## config.mk

```make
export PLATFORM = sky130hd
export DESIGN_NAME = ctrl_unit_gen2
export DESIGN_NICKNAME = d
export VERILOG_FILES = /design/src/rtl/ctrl_pkg.sv /design/src/rtl/enter_latch.sv /design/src/rtl/ctrl_unit_gen2.sv
export SDC_FILE = /design/constraint.sdc
export NUM_CORES = 1
export LEC_CHECK = 0
export CORE_ASPECT_RATIO = 0.7
export CORE_MARGIN = 2
export CORE_UTILIZATION = 30
export CTS_BUF_LIST = sky130_fd_sc_hd__clkbuf_4
export CTS_CLUSTER_SIZE = 12
export DETAILED_ROUTE_END_ITERATION = 12
export PLACE_DENSITY_LB_ADDON = 0.12
export SLEW_MARGIN = 20
export SYNTH_ARGS = -nofsm -noshare
export SYNTH_HDL_FRONTEND = slang
export SYNTH_SLANG_ARGS = --single-unit
```

## constraint.sdc

```tcl
create_clock -name CLOCK_50 -period 5.5 [get_ports CLOCK_50]
set_input_delay 0.55 -clock CLOCK_50 [delete_from_list [all_inputs] [get_ports CLOCK_50]]
set_output_delay 0.55 -clock CLOCK_50 [all_outputs]
set_load 0.02 [all_outputs]
```

## src/rtl/ctrl_pkg.sv

```systemverilog
// Shared encodings for the gen2 control unit: state codes, opcodes,
// accumulator source / ALU operation selects and the default wait timeout.
package ctrl_pkg;

  typedef enum logic [3:0] {
    ST_START  = 4'h0,
    ST_FETCH  = 4'h1,
    ST_DECODE = 4'h2,
    ST_ERROR  = 4'h3,
    ST_JMP    = 4'h4,
    ST_LOAD   = 4'h8,
    ST_STORE  = 4'h9,
    ST_ALU    = 4'hA,
    ST_INPUT  = 4'hC,
    ST_JZ     = 4'hD,
    ST_JPOS   = 4'hE,
    ST_HALT   = 4'hF
  } state_e;

  localparam logic [3:0] OP_LOAD  = 4'h0;
  localparam logic [3:0] OP_STORE = 4'h1;
  localparam logic [3:0] OP_ADD   = 4'h2;
  localparam logic [3:0] OP_SUB   = 4'h3;
  localparam logic [3:0] OP_INPUT = 4'h4;
  localparam logic [3:0] OP_JZ    = 4'h5;
  localparam logic [3:0] OP_JPOS  = 4'h6;
  localparam logic [3:0] OP_HALT  = 4'h7;
  localparam logic [3:0] OP_AND   = 4'h8;
  localparam logic [3:0] OP_OR    = 4'h9;
  localparam logic [3:0] OP_JMP   = 4'hA;

  localparam logic [1:0] ASEL_ALU   = 2'b00;
  localparam logic [1:0] ASEL_ENTER = 2'b01;
  localparam logic [1:0] ASEL_MEM   = 2'b10;

  localparam logic [1:0] ALU_ADD = 2'b00;
  localparam logic [1:0] ALU_SUB = 2'b01;
  localparam logic [1:0] ALU_AND = 2'b10;
  localparam logic [1:0] ALU_OR  = 2'b11;

  localparam int WAIT_MAX_DEF = 15;

endpackage

```

## src/rtl/enter_latch.sv

```systemverilog
// Operator Enter key capture: two-flop synchroniser, rising-edge detect and a
// pending flag held until the FSM consumes it.
module enter_latch (
  input  logic clk,
  input  logic reset,
  input  logic enter,
  input  logic consume,
  output logic pending
);

  logic sync1_q, sync1_d;
  logic sync2_q, sync2_d;
  logic prev_q, prev_d;
  logic pend_q, pend_d;
  logic rise;

  always_comb begin
    sync1_d = enter;
    sync2_d = sync1_q;
    prev_d  = sync2_q;
    rise    = sync2_q & ~prev_q;
    // A fresh edge wins over a same-cycle consume so no keypress is lost.
    pend_d  = rise | (pend_q & ~consume);
  end

  always_ff @(posedge clk) begin
    if (!reset) begin
      sync1_q <= 1'b0;
      sync2_q <= 1'b0;
      prev_q  <= 1'b0;
      pend_q  <= 1'b0;
    end else begin
      sync1_q <= sync1_d;
      sync2_q <= sync2_d;
      prev_q  <= prev_d;
      pend_q  <= pend_d;
    end
  end

  assign pending = pend_q;

endmodule

```

## src/rtl/ctrl_unit_gen2.sv

```systemverilog
// Multi-cycle control FSM for the accumulator CPU: fetch/decode/execute with
// memory-wait timeout, operator Enter handshake and instruction counter.
module ctrl_unit_gen2
  import ctrl_pkg::*;
#(
  parameter int IR_W     = 4,
  parameter int WAIT_MAX = WAIT_MAX_DEF
) (
  input  logic            CLOCK_50,
  input  logic            reset,
  input  logic            step_en,
  input  logic            Enter,
  input  logic [IR_W-1:0] IR,
  input  logic            Aeq0,
  input  logic            Apos,
  input  logic            mem_ready,
  output logic            IRload,
  output logic            PCload,
  output logic            Aload,
  output logic            MemWr,
  output logic            JMPmux,
  output logic            Meminst,
  output logic            Sub,
  output logic            Halt,
  output logic            mem_req,
  output logic            mem_err,
  output logic [1:0]      Asel,
  output logic [1:0]      AluOp,
  output logic [3:0]      DisplayState,
  output logic [15:0]     instr_count
);

  localparam logic [7:0] WAIT_LIM = 8'(WAIT_MAX);

  state_e      state_q, state_d;
  logic [7:0]  wait_q, wait_d, wait_inc;
  logic [15:0] instr_count_q, instr_count_d;
  logic [3:0]  op;
  logic        pending, consume, waiting;

  enter_latch u_enter (
    .clk     (CLOCK_50),
    .reset   (reset),
    .enter   (Enter),
    .consume (consume),
    .pending (pending)
  );

  assign op       = 4'(IR);
  assign wait_inc = wait_q + 8'd1;

  always_comb begin
    state_d = state_q;
    IRload  = 1'b0;
    PCload  = 1'b0;
    Aload   = 1'b0;
    MemWr   = 1'b0;
    JMPmux  = 1'b0;
    Meminst = 1'b0;
    Halt    = 1'b0;
    mem_req = 1'b0;
    mem_err = 1'b0;
    Asel    = ASEL_ALU;
    AluOp   = ALU_ADD;
    consume = 1'b0;
    waiting = 1'b0;
    unique case (state_q)
      ST_START: if (step_en) state_d = ST_FETCH;
      ST_FETCH: begin
        mem_req = 1'b1;
        if (step_en && mem_ready) begin
          IRload  = 1'b1;
          PCload  = 1'b1;
          state_d = ST_DECODE;
        end else if (step_en) waiting = 1'b1;
      end
      ST_DECODE: begin
        Meminst = 1'b1;
        if (step_en) begin
          case (op)
            OP_LOAD:                        state_d = ST_LOAD;
            OP_STORE:                       state_d = ST_STORE;
            OP_ADD, OP_SUB, OP_AND, OP_OR:  state_d = ST_ALU;
            OP_INPUT:                       state_d = ST_INPUT;
            OP_JZ:                          state_d = ST_JZ;
            OP_JPOS:                        state_d = ST_JPOS;
            OP_HALT:                        state_d = ST_HALT;
            OP_JMP:                         state_d = ST_JMP;
            default:                        state_d = ST_ERROR;
          endcase
        end
      end
      ST_LOAD, ST_STORE, ST_ALU: begin
        mem_req = 1'b1;
        if (state_q == ST_LOAD) Asel = ASEL_MEM;
        if (state_q == ST_STORE) Meminst = 1'b1;
        if (state_q == ST_ALU) begin
          case (op)
            OP_SUB:  AluOp = ALU_SUB;
            OP_AND:  AluOp = ALU_AND;
            OP_OR:   AluOp = ALU_OR;
            default: AluOp = ALU_ADD;
          endcase
        end
        if (step_en && mem_ready) begin
          if (state_q == ST_STORE) MemWr = 1'b1;
          else                     Aload = 1'b1;
          state_d = ST_START;
        end else if (step_en) waiting = 1'b1;
      end
      ST_INPUT: begin
        Asel = ASEL_ENTER;
        if (step_en && pending) begin
          Aload   = 1'b1;
          consume = 1'b1;
          state_d = ST_START;
        end
      end
      ST_JZ, ST_JPOS, ST_JMP: begin
        JMPmux = 1'b1;
        if (step_en) begin
          PCload  = (state_q == ST_JMP) | ((state_q == ST_JZ) & Aeq0) |
                    ((state_q == ST_JPOS) & Apos);
          state_d = ST_START;
        end
      end
      ST_HALT: begin
        Halt = 1'b1;
        if (step_en && pending) begin
          consume = 1'b1;
          state_d = ST_START;
        end
      end
      ST_ERROR: begin
        Halt    = 1'b1;
        mem_err = 1'b1;
      end
      default: state_d = ST_ERROR;
    endcase
    if (waiting && wait_inc >= WAIT_LIM) state_d = ST_ERROR;
    // A reset edge abandons whatever is in flight, so no strobe may escape.
    if (!reset) begin
      IRload  = 1'b0;
      PCload  = 1'b0;
      Aload   = 1'b0;
      MemWr   = 1'b0;
      consume = 1'b0;
    end
    Sub = (AluOp == ALU_SUB);
  end

  always_comb begin
    wait_d = wait_q;
    if (state_d != state_q) wait_d = '0;
    else if (waiting)       wait_d = wait_inc;
    instr_count_d = instr_count_q;
    if (state_d == ST_START &&
        !(state_q inside {ST_START, ST_FETCH, ST_DECODE, ST_ERROR}))
      instr_count_d = instr_count_q + 16'd1;
  end

  always_ff @(posedge CLOCK_50) begin
    if (!reset) begin
      state_q       <= ST_START;
      wait_q        <= '0;
      instr_count_q <= '0;
    end else begin
      state_q       <= state_d;
      wait_q        <= wait_d;
      instr_count_q <= instr_count_d;
    end
  end

  assign DisplayState = state_q;
  assign instr_count  = instr_count_q;

endmodule

```

==> results.md <==
- Status: finished, final reports clean
- Postcts setup bufs: 0
- Clk_skew: roughly 0.0062 ns
- Total Routing Usage GR: 0.1641
- Most common cell in the netlist: nand2_1
- Max-Cap Viols: 0
- Critical path endpoint category: primary output
- Clk slew on worst S/H paths: 0.11 ns
- Via/cell ratio: approximately 5.3
- Sw frac: 0.2702
- Diode count: 0
- Pwr/cell area: between 150 and 200 nW/um2
- I/O pin cnt: 45
- Fin cells: 409
- Clock share of power: 0.354
- Fin nets: ~320
- DRT Pass-1 Iters: 4
- Pleak: 0.8951 nW
- Largest net degree at the start of global routing: 24
- Final setup TNS: 0 ns
- CP Cell Sequence: clkdlybuf4s50_1 > nand4_1 > nor3_1 > o21bai_1 > clkdlybuf4s50_1
- Final min period: around 3.3 ns
- Total gr overflow: 0
- Antenna violations before repair: 0
- Final Util: 0.3810
- Dpl cells: 401
- Die Y: ~76 um
- CP Class: in -> out
- H-tree Lvls: 2
- Initial Util: 0.3063
- Final Max Tran Viols: 0
- Post-Syn Instances: between 200 and 300
- Number of library cell types mapped by synthesis: 63
- Detailed Route WL: 6.168 mm
- Resized Gates After CTS: 0
- Area contributors post-synth: dfxtp_1 (29%), nand2_1 (6.1%), a21oi_1 (5.0%)
- Post-synth EDFFs: 0
- Syn_nets: between 200 and 300
- Startpoint Class: input port
- Number of buffers created by CTS: 5
- CTS Hold Bufs: 0
- Initial drt markers: 141
- Rows: 26
- Relative slew slack: 0.4554
- Yosys warns: 0
- Later-pin clock latency in the skew report: about 0.32 ns
- Synth top area share: 0.2909
- Clock root buffer: clkbuf_4
- Clock Sinks: 32
- NetSw: about 0.13 mW
- Placer congestion estimate: between 0.8 and 0.9
- First-pass GRT wire length: about 11 mm
- Placeable Area: about 7200 um2
- Asr flop ratio synth: 0
- Post-synth top cells: nand2_1 (36), dfxtp_1 (32), a21oi_1 (22)
- Worst vdd ir: ~0.098 mV
- Wirelength per Cell: between 15 and 20 um
- Max incr delay on CP: around 0.96 ns
- Gate power share: 0.152
- Req. time, crit path: 4.95 ns
- Post-DRT Antenna Nets: 0
- CP max stage cell: clkdlybuf4s50_1
- WP data arrival: around 2.8 ns
- Port buffer count: 44
- Worst-path fanout max: 23
- Average size of a mapped cell: 8.037 um2
- Final hold violations: 0
- Post-Syn Area: roughly 2200 um2
- Chip width: approximately 110 um
- Layout cells sized above 1: 0.06752
- Top FF cell, synth: dfxtp_1
- Pwr Total: around 0.49 mW
- Register share of total power: 0.494
- Die area: between 8000 and 9000 um2
- Setup Viol. Count Final: 0
- Unrepaired setup endpoints after global routing: false
- Number of global-route vias before repair: between 2,000 and 2,500
- Period utilization: 0.6091
- DRC: 0
- Synth Register Bits: 32
- Internal Power: roughly 0.36 mW
- Area grow syn2layout: 24.38%
- CTS tree: yes
- Detailed Place HPWL: 4.440 mm
- Worst hold path class: reg -> reg
- F_max: about 300 MHz
- Most frequent CP cell: clkdlybuf4s50_1
- Buffer levels on the longest clock path: 2
- Worst Max-Slew Pin Slew: between 0.8 and 0.9 ns
- Largest area contributor in the netlist: dfxtp_1
- Vias post-DR: 2,164
- Register area share after synthesis: 0.2909
==> cells by family after synthesis <==
family,Yosys count,synth area share
AND/OR/NAND/NOR,135,0.3432
flip-flops,32,0.2909
adder cells (fa/ha/maj),3,0.01705
XOR/XNOR,10,0.03978
buffers and inverters,22,0.05795
AO/OA/AOI/OAI,65,0.2193
multiplexers,7,0.03182
==> placed cells by master (no fill, tap or decap), types with 3 or more instances in the layout <==
master / synthesis / final
nand3_1: 10 / 10
and2_1: 5 / 5
clkdlybuf4s50_1: 0 / 44
ha_1: 3 / 3
o21ai_1: 3 / 3
nor2_1: 13 / 13
nor3_1: 11 / 11
o21ai_0: 6 / 6
mux2i_1: 7 / 7
dfxtp_1: 32 / 32
clkbuf_4: 0 / 5
nor4b_1: 4 / 4
and3_1: 7 / 7
or4_1: 4 / 4
a211oi_1: 3 / 3
nand2_1: 36 / 36
xor2_1: 8 / 8
nand4_1: 5 / 5
nand4b_1: 3 / 3
inv_1: 6 / 6
nor2b_1: 6 / 6
nor4_1: 3 / 3
or3_1: 6 / 6
nand2b_1: 6 / 6
a21oi_1: 22 / 22
nor3b_1: 4 / 4
o31ai_1: 5 / 5
==> final timing paths <==
path / startpoint / cells past startpoint / slack [ns] / to
min reg2reg: u_enter.sync1_q$_SDFF_PN0_ / 1 / 0.44 / u_enter.prev_d$_SDFF_PN0_
max reg2reg: DisplayState[1]$_SDFF_PN0_ / 6 / 2.53 / instr_count[5]$_SDFFE_PN0P_
min: u_enter.sync1_q$_SDFF_PN0_ / 1 / 0.44 / u_enter.prev_d$_SDFF_PN0_
max: step_en / 5 / 2.15 / PCload
==> per-stage QoR <==
stage,cell area (um2),setup WS [ns],hold slack [ns]
2_1_floorplan,2202,3.052,0.4119
3_3_place_gp,2664,1.985,0.4163
3_5_place_dp,2664,1.923,0.4223
4_1_cts,2739,2.155,0.4504
5_1_grt,2739,1.965,0.4659
6_report,2739,2.150,0.4438
==> worst max-delay path, delay by kind of cell <==
family | cells | cell delay, ns
AOI/OAI and AO/OA | 1 | 0.15
buffers and inverters | 2 | 1.58
and+or+nand+nor | 2 | 0.51
==> final cells by class <==
type | instances | area [um2]
Fill cell | 752 | 4451
Multi-Input combinational cell | 220 | 1434
Sequential cell | 32 | 640.6
Timing Repair Buffer | 44 | 440.4
Tap cell | 98 | 122.6
Clock buffer | 5 | 37.54
Clock inverter | 3 | 37.54
Inverter | 7 | 26.28
==> sequential cells by signal, indices dropped and copies added (netlist names) <==
name,count
u_enter.prev_q,1
DisplayState,4
u_enter.sync1_q,1
u_enter.pending,1
u_enter.prev_d,1
instr_count,16
wait_q,8
==> per-layer routing <==
layer / vias to the layer above / part of all wire / wire length [um] / global-route usage
li1: 1090 / - / - / -
met1: 1013 / 0.53 / 3258 / 0.2455
met2: 59 / 0.41 / 2512 / 0.2450
met3: 2 / 0.061 / 376 / 0.03849
met4: 0 / 0.0032 / 20 / 0.02339
met5: - / 0 / 0 / 0
==> power by group through the flow <==
stage | clock [mW] | combinational (mW) | sequential, mW
detailed placement | 0 | 0.0747 | 0.248
finish | 0.174 | 0.0744 | 0.242
floorplan | 0 | 0.0519 | 0.244
global route | 0.193 | 0.0822 | 0.243
CTS | 0.183 | 0.0750 | 0.242
global placement | 0 | 0.0758 | 0.248
(Power assumes the default switching activity.)
